**src/rtl/alu_pkg.sv**
```systemverilog
// Shared constants, opcodes, flag indices and FSM state type for the ALU request arbiter.
package alu_pkg;

  localparam int DATA_W = 16;
  localparam int SEL_W  = 6;
  localparam int FLAG_W = 5;

  localparam logic [SEL_W-1:0] OP_ADD = 6'b100000;
  localparam logic [SEL_W-1:0] OP_SUB = 6'b010000;
  localparam logic [SEL_W-1:0] OP_CMP = 6'b001000;
  localparam logic [SEL_W-1:0] OP_AND = 6'b000100;
  localparam logic [SEL_W-1:0] OP_OR  = 6'b000010;
  localparam logic [SEL_W-1:0] OP_XOR = 6'b000001;

  localparam int FLG_F = 4;
  localparam int FLG_L = 3;
  localparam int FLG_C = 2;
  localparam int FLG_N = 1;
  localparam int FLG_Z = 0;

  typedef enum logic [1:0] {
    ST_IDLE  = 2'd0,
    ST_ISSUE = 2'd1,
    ST_RESP  = 2'd2
  } state_t;

  // A select is legal only when exactly one bit is set.
  function automatic logic sel_is_onehot(input logic [SEL_W-1:0] sel);
    logic [SEL_W-1:0] one;
    one = {{(SEL_W-1){1'b0}}, 1'b1};
    return (sel != '0) && ((sel & (sel - one)) == '0);
  endfunction

endpackage

```
**src/rtl/alu_rr_grant.sv**
```systemverilog
// Two-way grant for the ALU arbiter. Round-robin pointer by default;
// with ALU_ARB_FIXED_PRIO_EN defined, port 0 always wins and no pointer exists.
module alu_rr_grant (
`ifndef ALU_ARB_FIXED_PRIO_EN
  input  logic clk,
  input  logic rst,
`endif
  input  logic en,
  input  logic v0,
  input  logic v1,
  output logic gnt0,
  output logic gnt1
);

`ifdef ALU_ARB_FIXED_PRIO_EN

  assign gnt0 = en & v0;
  assign gnt1 = en & v1 & ~v0;

`else

  logic rr_q;
  logic rr_d;

  // rr_q names the port preferred when both request together.
  assign gnt0 = en & v0 & (~v1 | ~rr_q);
  assign gnt1 = en & v1 & (~v0 | rr_q);

  always_comb begin
    rr_d = rr_q;
    if (en && v0 && v1) begin
      rr_d = gnt0;
    end
  end

  always_ff @(posedge clk or posedge rst) begin
    if (rst) begin
      rr_q <= 1'b0;
    end else begin
      rr_q <= rr_d;
    end
  end

`endif

endmodule

```
**src/rtl/alu_req_arbiter.sv**
```systemverilog
// Shares one combinational ALU between two valid/ready requesters and owns the flag register.
// Build option: ALU_ARB_FIXED_PRIO_EN selects fixed port-0 priority instead of round-robin.
module alu_req_arbiter
  import alu_pkg::*;
(
  input  logic              CLK,
  input  logic              RESET,
  input  logic              req0_valid,
  output logic              req0_ready,
  input  logic [SEL_W-1:0]  req0_sel,
  input  logic [DATA_W-1:0] req0_a,
  input  logic [DATA_W-1:0] req0_b,
  input  logic              req1_valid,
  output logic              req1_ready,
  input  logic [SEL_W-1:0]  req1_sel,
  input  logic [DATA_W-1:0] req1_a,
  input  logic [DATA_W-1:0] req1_b,
  output logic [DATA_W-1:0] alu_a,
  output logic [DATA_W-1:0] alu_b,
  output logic [SEL_W-1:0]  alu_sel,
  input  logic [DATA_W-1:0] alu_out,
  input  logic [FLAG_W-1:0] alu_flcnz,
  output logic              rsp_valid,
  input  logic              rsp_ready,
  output logic              rsp_id,
  output logic [DATA_W-1:0] rsp_data,
  output logic              rsp_err,
  output logic [FLAG_W-1:0] flags
);

  state_t            state_q, state_d;
  logic [DATA_W-1:0] alu_a_q, alu_a_d;
  logic [DATA_W-1:0] alu_b_q, alu_b_d;
  logic [SEL_W-1:0]  alu_sel_q, alu_sel_d;
  logic              id_q, id_d;
  logic              rsp_valid_q, rsp_valid_d;
  logic              rsp_id_q, rsp_id_d;
  logic [DATA_W-1:0] rsp_data_q, rsp_data_d;
  logic              rsp_err_q, rsp_err_d;
  logic [FLAG_W-1:0] flags_q, flags_d;

  logic grant_en;
  logic gnt0;
  logic gnt1;

  assign grant_en = (state_q == ST_IDLE);

  alu_rr_grant u_grant (
`ifndef ALU_ARB_FIXED_PRIO_EN
    .clk  (CLK),
    .rst  (RESET),
`endif
    .en   (grant_en),
    .v0   (req0_valid),
    .v1   (req1_valid),
    .gnt0 (gnt0),
    .gnt1 (gnt1)
  );

  assign req0_ready = gnt0;
  assign req1_ready = gnt1;

  assign alu_a     = alu_a_q;
  assign alu_b     = alu_b_q;
  assign alu_sel   = alu_sel_q;
  assign rsp_valid = rsp_valid_q;
  assign rsp_id    = rsp_id_q;
  assign rsp_data  = rsp_data_q;
  assign rsp_err   = rsp_err_q;
  assign flags     = flags_q;

  always_comb begin
    state_d     = state_q;
    alu_a_d     = alu_a_q;
    alu_b_d     = alu_b_q;
    alu_sel_d   = alu_sel_q;
    id_d        = id_q;
    rsp_valid_d = rsp_valid_q;
    rsp_id_d    = rsp_id_q;
    rsp_data_d  = rsp_data_q;
    rsp_err_d   = rsp_err_q;
    flags_d     = flags_q;

    case (state_q)
      ST_IDLE: begin
        if (gnt0 || gnt1) begin
          alu_a_d   = gnt1 ? req1_a   : req0_a;
          alu_b_d   = gnt1 ? req1_b   : req0_b;
          alu_sel_d = gnt1 ? req1_sel : req0_sel;
          id_d      = gnt1;
          state_d   = ST_ISSUE;
        end
      end

      ST_ISSUE: begin
        rsp_valid_d = 1'b1;
        rsp_id_d    = id_q;
        rsp_err_d   = ~sel_is_onehot(alu_sel_q);
        rsp_data_d  = alu_out;
        // Illegal selects fall through to default: zero data, flags untouched.
        case (alu_sel_q)
          OP_ADD, OP_SUB: begin
            flags_d[FLG_F] = alu_flcnz[FLG_F];
            flags_d[FLG_C] = alu_flcnz[FLG_C];
          end
          OP_CMP: begin
            rsp_data_d     = '0;
            flags_d[FLG_L] = alu_flcnz[FLG_L];
            flags_d[FLG_N] = alu_flcnz[FLG_N];
            flags_d[FLG_Z] = alu_flcnz[FLG_Z];
          end
          OP_AND, OP_OR, OP_XOR: begin
          end
          default: begin
            rsp_data_d = '0;
          end
        endcase
        alu_sel_d = '0;
        state_d   = ST_RESP;
      end

      ST_RESP: begin
        if (rsp_ready) begin
          rsp_valid_d = 1'b0;
          state_d     = ST_IDLE;
        end
      end

      default: begin
        state_d = ST_IDLE;
      end
    endcase
  end

  always_ff @(posedge CLK or posedge RESET) begin
    if (RESET) begin
      state_q     <= ST_IDLE;
      alu_a_q     <= '0;
      alu_b_q     <= '0;
      alu_sel_q   <= '0;
      id_q        <= 1'b0;
      rsp_valid_q <= 1'b0;
      rsp_id_q    <= 1'b0;
      rsp_data_q  <= '0;
      rsp_err_q   <= 1'b0;
      flags_q     <= '0;
    end else begin
      state_q     <= state_d;
      alu_a_q     <= alu_a_d;
      alu_b_q     <= alu_b_d;
      alu_sel_q   <= alu_sel_d;
      id_q        <= id_d;
      rsp_valid_q <= rsp_valid_d;
      rsp_id_q    <= rsp_id_d;
      rsp_data_q  <= rsp_data_d;
      rsp_err_q   <= rsp_err_d;
      flags_q     <= flags_d;
    end
  end

endmodule

```
**config.mk**
```make
export PLATFORM = sky130hd
export DESIGN_NAME = alu_req_arbiter
export DESIGN_NICKNAME = d
export VERILOG_FILES = /design/src/rtl/alu_pkg.sv /design/src/rtl/alu_rr_grant.sv /design/src/rtl/alu_req_arbiter.sv
export SDC_FILE = /design/constraint.sdc
export NUM_CORES = 1
export LEC_CHECK = 0
export CAP_MARGIN = 40
export CORE_MARGIN = 2
export CORE_UTILIZATION = 55
export CTS_CLUSTER_DIAMETER = 200
export DETAILED_ROUTE_END_ITERATION = 7
export DONT_BUFFER_PORTS = 1
export HOLD_SLACK_MARGIN = 0.15
export PLACE_DENSITY = 0.79
export SYNTH_ARGS = -nofsm -noshare
export SYNTH_HDL_FRONTEND = slang
export SYNTH_SLANG_ARGS = --single-unit
```
**constraint.sdc**
```tcl
create_clock -name CLK -period 1.9 [get_ports CLK]
set_input_delay 0.38 -clock CLK [delete_from_list [all_inputs] [get_ports CLK]]
set_output_delay 0.38 -clock CLK [all_outputs]
set_load 0.1 [all_outputs]
```
==> results.json, run 1 <==
{
  "status": "complete, no violations",
  "start_util": 0.5769,
  "synth_top_cell_by_area": "dfrtp_1",
  "crit_slowest_cell": "dfrtp_4",
  "synth_edf_count": 0,
  "cts_sinks": 66,
  "row_count": 26,
  "overflow": 0,
  "worstPathCellList": "buf_4 > nor2_1 > a32oi_1 > and3_2 > o21ai_0",
  "hold_ws_ns": 0.1790,
  "wirelength_um": 7270,
  "n_antenna_cell": 0,
  "finalNonFillerCells": 434,
  "hp-start": "rsp_ready",
  "htree_levels": 3,
  "grt_pass1_wl_um": 11550,
  "grt_max_degree": 46,
  "ios": 166,
  "reg2reg_from": "alu_sel[0]$_DFFE_PP0P_",
  "skew_ns": 0.006020,
  "worst_slew_pin_slew_ns": 0.8869,
  "ys_seq_area_frac": 0.5535,
  "grt_pass1_vias": 2427,
  "synth_top_flop_cell": "dfrtp_1",
  "synth_fp_nets": 401,
  "ant_nets": 0,
  "post_synth.cell_area_avg_sq_um": 9.980,
  "cts_tree": "built",
  "rrSetupSlack_ns": 0.1,
  "async_flop_share": 1.000,
  "wl_per_cell_um": 16.75,
  "ys_ff_latch": 66,
  "crit_end": "rsp_data[13]$_DFFE_PP0P_",
  "port_buffers": 0,
  "cts_root_buf": "clkbuf_8",
  "die-height_um": 77.66,
  "drv_cap": 0,
  "hold_viol": 0,
  "postPlaceCellArea_sq_um": 3622,
  "ys_warn_count": 0,
  "netlist_area_sq_um": 2984,
  "grt_use_total": 0.2475,
  "worstSkewPairLatency_ns": 0.33,
  "syn_inst": 299,
  "criticalPathCategory": "reg -> reg",
  "synth_commonest_cells": "nand2_1, dfrtp_1, o21ai_0",
  "yosysMostFrequentCell": "nand2_1",
  "place_hpwl_um": 5657,
  "place_inst": 416,
  "antenna_found_initial": 0,
  "fin_nets": 461,
  "arrival_ns": 2.03,
  "clk_pin_slew_ns": 0.07,
  "final.min_clock_period_ns": 1.802,
  "syn_to_final_growth_pct": 30.19,
  "vias": 2375,
  "final_area_sq_um": 3885,
  "max_slew_margin": 0.4088,
  "numCtsBuffers": 9,
  "holdCritPathClass": "in -> reg",
  "r2r_cells": 5,
  "routabilityCongestion": 0.7272,
  "endpoint_kind": "flip-flop",
  "die_w_um": 77.66,
  "drive_gt1_frac": 0.2802,
  "setup_viol": 0,
  "synth_cell_type_count": 28,
  "drc": 0,
  "fin_crit_sh": 0.9483,
  "r2r-end": "rsp_data[13]$_DFFE_PP0P_",
  "die_area_sq_um": 6031,
  "nFillCells": 350,
  "drt_iter0_markers": 101,
  "clockBufferDepth": 2,
  "synth.top_cell.area_share": 0.5535,
  "synth.top_cells.by_area": "dfrtp_1, mux2i_1, o21ai_0",
  "clock.fmax_mhz": 555.0,
  "drtPass1Iterations": 5,
  "viasPerCell": 5.472,
  "cp-start-kind": "flip-flop",
  "worstSetupStartpoint": "alu_sel[0]$_DFFE_PP0P_",
  "cp_max_fo": 16,
  "core_sq_um": 5172,
  "required_ns": 2.13,
  "maxSlewViolCount": 0,
  "worst_path_largest_cell_delay_ns": 0.48
}
## critical path, delay by kind of cell, from the launching register on
family,cells,cell delay [ns]
flip-flops,1,0.48
buffers and inverters,1,0.25
AND/OR/NAND/NOR,2,0.59
AO/OA/AOI/OAI,2,0.39
## metal layers
| metal | routed length (um) | part of all wire | vias up | track usage |
|---|---|---|---|---|
| li1 | - | - | 1137 | - |
| met1 | 2579 | 0.35 | 1104 | 0.2615 |
| met2 | 3948 | 0.54 | 121 | 0.4517 |
| met3 | 618 | 0.085 | 13 | 0.08256 |
| met4 | 123 | 0.017 | 0 | 0.09464 |
| met5 | 0 | 0 | - | 0 |
## cells by family after synthesis
| logic type | share of synthesized area |
|---|---|
| flops | 0.5535 |
| compound gates | 0.1115 |
| mux | 0.1488 |
| xor+xnor | 0.008807 |
| buf+inv | 0.03438 |
| simple gates | 0.1430 |
## worst min path at each step
stage                        endpoint  slack, ns  depth (start not counted)
3_5_place_dp     alu_b[7]$_DFFE_PP0P_       0.36                          2
2_1_floorplan      rsp_id$_DFFE_PP0P_       0.44                          2
6_report       state_q[1]$_DFFE_PP0P_       0.18                          1
5_1_grt        state_q[1]$_DFFE_PP0P_       0.17                          1
4_1_cts        state_q[1]$_DFFE_PP0P_       0.18                          1
3_3_place_gp     alu_b[7]$_DFFE_PP0P_       0.35                          2
## per-stage QoR
stage / setup slack [ns] / util / setup TNS [ns]
floorplan: -0.01365 / - / -0.02731
global route: -0.005773 / 0.7511 / -0.005773
detailed placement: 0.03495 / 0.7003 / 0
finish: 0.09816 / 0.7511 / 0
CTS: 0.01506 / 0.7446 / 0
global placement: 0.1479 / 0.6896 / 0
## repair_timing
| item | in CTS | in global routing |
|---|---|---|
| pin swaps | 0 | 0 |
| gates resized for setup | 1 | 2 |
| endpoints found under the hold margin | 66 | 0 |
| hold buffers | 1 | 0 |
| endpoints found under the setup margin | 2 | 17 |
| buffers inserted | 0 | 0 |
## placed cells by master (no fill, tap or decap), types with 2 or more instances in the layout
cell type / Yosys / routed
nand2_1: 72 / 72
buf_4: 0 / 64
dfrtp_1: 66 / 60
o21ai_0: 56 / 56
mux2i_1: 38 / 38
clkbuf_8: 0 / 13
nand3_1: 9 / 8
dfrtp_4: 0 / 6
nor2_1: 5 / 4
nand2b_1: 3 / 3
mux2_2: 3 / 3
inv_1: 4 / 3
buf_16: 0 / 3
buf_12: 0 / 3
xnor2_1: 2 / 2
mux2_4: 2 / 2
o311ai_0: 2 / 2
nand4b_1: 2 / 2
clkbuf_1: 15 / 2
## cell type report
type | instances | area, sq um | area share
multi-input combinational | 207 | 1255 | 0.3230
inverter | 4 | 18.77 | 0.004831
tap | 70 | 87.58 | 0.02254
sequential | 66 | 1674 | 0.4309
clock inverter | 1 | 30.03 | 0.007729
clock buffer | 15 | 186.4 | 0.04799
timing repair buffer | 71 | 633.1 | 0.1630
## registers in the layout, indices dropped and copies added, names as in the netlist
register	count
alu_a	16
alu_b	16
alu_sel	6
flags	5
id_q	1
rsp_data	16
rsp_err	1
rsp_id	1
rsp_valid	1
state_q	2
u_grant.rr_q	1
Power of run 1 is not shown: default switching activity piles up to over one toggle a cycle in this logic, so the estimate is an artifact.
==> inputs of run 2 (changes only) <==
CORE_MARGIN = 4   (was 2)
==> run 2 against run 1 <==
  * Setup slack worse by 0.041 ns
  * Largest cell class unchanged
  * Critical path type is now reg -> out
  * Critical path depth is 1 lower
  * Critical endpoint is now req0_ready
  * Fmax fell by 2.2%
  * Clock skew rose by 0.0013 ns
  * Routed wire length decreased by 1.1%
  * Final cell count rose by 0.23%
==> results.json, run 2 (synthesis gave the netlist of run 1 again) <==
{
  "worstPathCellList": "nor2_4 > buf_4 > and3_1 > buf_12",
  "criticalPathCategory": "reg -> out",
  "viasPerCell": 5.363,
  "numCtsBuffers": 9,
  "final_cell_mix": "nand2_1, buf_4, dfrtp_1, o21ai_0, mux2i_1",
  "ant_nets": 0,
  "finalNonFillerCells": 435,
  "die-height_um": 81.66,
  "row_count": 26,
  "cts_sinks": 66,
  "worstSkewPairLatency_ns": 0.33,
  "port_buffers": 0,
  "rrSetupSlack_ns": 0.13,
  "holdCritPathClass": "in -> reg",
  "syn_to_final_growth_pct": 31.53,
  "wl_per_cell_um": 16.53,
  "arrival_ns": 1.46,
  "wirelength_um": 7191,
  "drt_iter0_markers": 90,
  "maxSlewViolCount": 0,
  "place_hpwl_um": 5505,
  "place_inst": 417,
  "max_slew_margin": 0.4027,
  "core_sq_um": 5172,
  "grt_max_degree": 53,
  "status": "complete, no violations",
  "final.min_clock_period_ns": 1.843,
  "crit_buf_inv": 2,
  "setup_viol": 0,
  "drv_cap": 0,
  "post_cts_buffers": 0,
  "hold_ws_ns": 0.1804,
  "grt_use_total": 0.2211,
  "drtPass1Iterations": 4,
  "start_util": 0.5769,
  "grt_pass1_vias": 2333,
  "drive_gt1_frac": 0.2877,
  "path_delay_family": "flip-flops",
  "die_w_um": 81.66,
  "antenna_found_initial": 0,
  "clock.fmax_mhz": 542.7,
  "required_ns": 1.52,
  "htree_levels": 3,
  "routabilityCongestion": 0.7909,
  "clockBufferDepth": 2,
  "worst_path_largest_cell_delay_ns": 0.44,
  "endpoint_kind": "output pin",
  "n_antenna_cell": 0,
  "cts_root_buf": "clkbuf_8",
  "crit_slowest_cell": "dfrtp_1",
  "worst_slew_pin_slew_ns": 0.8959,
  "cts_tree": "built",
  "fin_crit_sh": 0.9698,
  "vias": 2333,
  "overflow": 0,
  "cp_max_fo": 4,
  "ios": 166,
  "clk_pin_slew_ns": 0.07,
  "fin_nets": 462,
  "drc": 0,
  "cp-start-kind": "flip-flop",
  "skew_ns": 0.007295,
  "layout_commonest_cell": "nand2_1",
  "hold_viol": 0,
  "grt_pass1_wl_um": 11000,
  "die_area_sq_um": 6668
}
run 2: changes by cell type in the layout (fill, tap and decap cells not counted), sizes merged:
| cell | previous run | this run |
|---|---|---|
| dlygate4sd3 | 1 | 2 |
| clkinv | 0 | 2 |
| bufinv | 1 | 3 |
| clkbuf | 15 | 11 |
run 2: final timing paths:
path / start / to / cells past startpoint
max: state_q[1]$_DFFE_PP0P_ / req0_ready / 4
min: alu_out[14] / rsp_data[14]$_DFFE_PP0P_ / 2
max reg2reg: alu_sel[0]$_DFFE_PP0P_ / rsp_data[11]$_DFFE_PP0P_ / 5
min reg2reg: rsp_data[15]$_DFFE_PP0P_ / rsp_data[15]$_DFFE_PP0P_ / 2
max in group asynchronous: RESET / alu_sel[4]$_DFFE_PP0P_ / 3
min in group asynchronous: RESET / rsp_err$_DFFE_PP0P_ / 2
run 2: metrics by stage:
stage / setup WS, ns / instance area (sq um) / util / setup TNS (ns)
finish: 0.05741 / 3925 / 0.7588 / 0
global route: -0.005347 / 3925 / 0.7588 / -0.005347
CTS: 0.01246 / 3908 / 0.7554 / 0
detailed placement: -0.01971 / 3642 / 0.7042 / -0.01971
global placement: 0.1100 / 3587 / 0.6935 / 0
floorplan: -0.01365 / 3010 / - / -0.02731
run 2: layer usage:
layer  vias to the layer above  routed length (um)  global-route usage
li1                       1140                   -                   -
met1                      1060                2575              0.2433
met2                       121                3817              0.3941
met3                        12                 692             0.06469
met4                         0                 105             0.09801
met5                         -                   0                   0
run 2: timing repair:
item	CTS	global route
hold buffers	1	1
resized for setup	2	2
setup endpoints to repair	2	2
pin swaps	0	0
hold endpoints to repair	23	1
run 2: cell type report:
| class | count | area (sq um) |
|---|---|---|
| Fill cell | 338 | 1247 |
| Clock buffer | 11 | 151.4 |
| Multi-Input combinational cell | 207 | 1257 |
| Sequential cell | 66 | 1674 |
| Tap cell | 70 | 87.58 |
| Inverter | 4 | 18.77 |
| Clock inverter | 5 | 100.1 |
| Timing Repair Buffer | 72 | 635.6 |
Power of run 2 is left out for the same reason.
==> inputs of run 3 (changes only) <==
CORE_UTILIZATION = 40   (was 55)
PLACE_DENSITY = 0.62   (was 0.79)
==> run 3 against run 2 <==
  * Via count decreased by 0.86%
  * Register-to-register slack hardly changed
  * Sequential cell count unchanged
  * First-iteration DRC count decreased by 32%
  * Highest routed layer unchanged
  * Setup slack gained 0.065 ns
  * Utilization fell by 21 points
==> results.json, run 3 (synthesis gave the netlist of run 1 again) <==
{
  "status": "complete, no violations",
  "numCtsBuffers": 9,
  "criticalPathCategory": "reg -> reg",
  "reg2reg_from": "alu_sel[2]$_DFFE_PP0P_",
  "routabilityCongestion": 0.7905,
  "wl_per_cell_um": 15.50,
  "die-height_um": 94.37,
  "fin_nets": 463,
  "r2r-end": "flags[4]$_DFFE_PP0P_",
  "r2r_cells": 3,
  "place_inst": 446,
  "worst_path_largest_cell_delay_ns": 0.50,
  "grt_pass1_vias": 2399,
  "layout_commonest_cell": "nand2_1",
  "whs_path_depth": 2,
  "antenna_found_initial": 0,
  "tns_ns": 0,
  "start_util": 0.4114,
  "rrSetupSlack_ns": 0.12,
  "worst_slew_pin_slew_ns": 0.9058,
  "cts_tree": "built",
  "clock.fmax_mhz": 562.6,
  "drt_iter0_markers": 61,
  "viasPerCell": 4.974,
  "port_buffers": 0,
  "die_w_um": 94.37,
  "die_area_sq_um": 8906,
  "htree_levels": 3,
  "crit_slowest_cell": "dfrtp_4",
  "cts_root_buf": "clkbuf_8",
  "drive_gt1_frac": 0.2842,
  "arrival_ns": 2.00,
  "cts_sinks": 66,
  "grt_pass1_wl_um": 11290,
  "grt_max_degree": 45,
  "ios": 166,
  "row_count": 31,
  "cp-start-kind": "flip-flop",
  "place_ws_ns": 0.04145,
  "finalNonFillerCells": 465,
  "worstSkewPairLatency_ns": 0.33,
  "clk_pin_slew_ns": 0.07,
  "syn_to_final_growth_pct": 32.24,
  "cp_max_fo": 5,
  "drv_cap": 0,
  "drc": 0,
  "setup_viol": 0,
  "final_cell_mix": "nand2_1, buf_4, dfrtp_1, o21ai_0, mux2i_1",
  "hp-start": "alu_out[5]",
  "worstPathCellList": "or3_4 > or4_4 > mux2_4",
  "core_sq_um": 7253,
  "place_hpwl_um": 5626,
  "hold_end": "rsp_data[5]$_DFFE_PP0P_",
  "hold_viol": 0,
  "endpoint_kind": "flip-flop",
  "clockBufferDepth": 2,
  "crit_buf_inv": 0,
  "fin_crit_sh": 0.9355,
  "fin_util": 0.5441,
  "n_antenna_cell": 0,
  "holdCritPathClass": "in -> reg",
  "ant_nets": 0,
  "overflow": 0,
  "skew_ns": 0.005292,
  "final.min_clock_period_ns": 1.777,
  "path_delay_family": "simple AND/OR/NAND/NOR gates",
  "drtPass1Iterations": 4,
  "vias": 2313,
  "maxSlewViolCount": 0,
  "grt_use_total": 0.1651,
  "max_slew_margin": 0.3962,
  "required_ns": 2.12,
  "wirelength_um": 7206,
  "layout_setup_ws_ns": 0.1226,
  "rsz0062_at_grt": "no"
}
run 3: cell types whose count changed in the layout (fill, tap and decap cells not counted), sizes merged:
cell / delta
buf: +1
clkbuf: +4
bufinv: -2
clkinv: -2
run 3: final cells by class:
| class | instances | area (sq um) |
|---|---|---|
| Clock buffer | 15 | 196.4 |
| Clock inverter | 1 | 30.03 |
| Fill cell | 672 | 3307 |
| Inverter | 4 | 18.77 |
| Multi-Input combinational cell | 207 | 1247 |
| Sequential cell | 66 | 1674 |
| Tap cell | 99 | 123.9 |
| Timing Repair Buffer | 73 | 655.6 |
run 3: timing repair:
action,CTS,global route
endpoints found under the hold margin,21,0
setup buffers,0,1
hold buffers,2,0
setup endpoints to repair,0,17
gates resized for setup,0,2
run 3: metrics by stage:
step / hold WS, ns / instance area, sq um
4_1_cts: 0.1633 / 3938
5_1_grt: 0.1639 / 3946
6_report: 0.1799 / 3946
3_3_place_gp: 0.3095 / 3636
2_1_floorplan: 0.4386 / 3010
3_5_place_dp: 0.3158 / 3691
run 3: how the worst max path moves through the flow:
stage,slack (ns),to,from,depth (start not counted)
after floorplan,-0.01,flags[2]$_DFFE_PP0P_,alu_sel[2]$_DFFE_PP0P_,3
after global routing,0.02,req1_ready,state_q[1]$_DFFE_PP0P_,5
after global placement,0.11,rsp_data[11]$_DFFE_PP0P_,alu_sel[0]$_DFFE_PP0P_,5
after CTS,0.03,rsp_data[3]$_DFFE_PP0P_,alu_sel[0]$_DFFE_PP0P_,5
final,0.12,flags[4]$_DFFE_PP0P_,alu_sel[2]$_DFFE_PP0P_,3
after detailed placement,0.04,rsp_data[3]$_DFFE_PP0P_,alu_sel[0]$_DFFE_PP0P_,5
run 3: routing by layer:
layer  part of all wire  vias to the layer above  GRT usage
met3               0.10                       14    0.05179
met4              0.024                        0    0.07942
met2               0.48                      120     0.2831
met1               0.39                     1040     0.1862
li1                   -                     1139          -
met5                  0                        -          0
Power of run 3 is left out for the same reason.
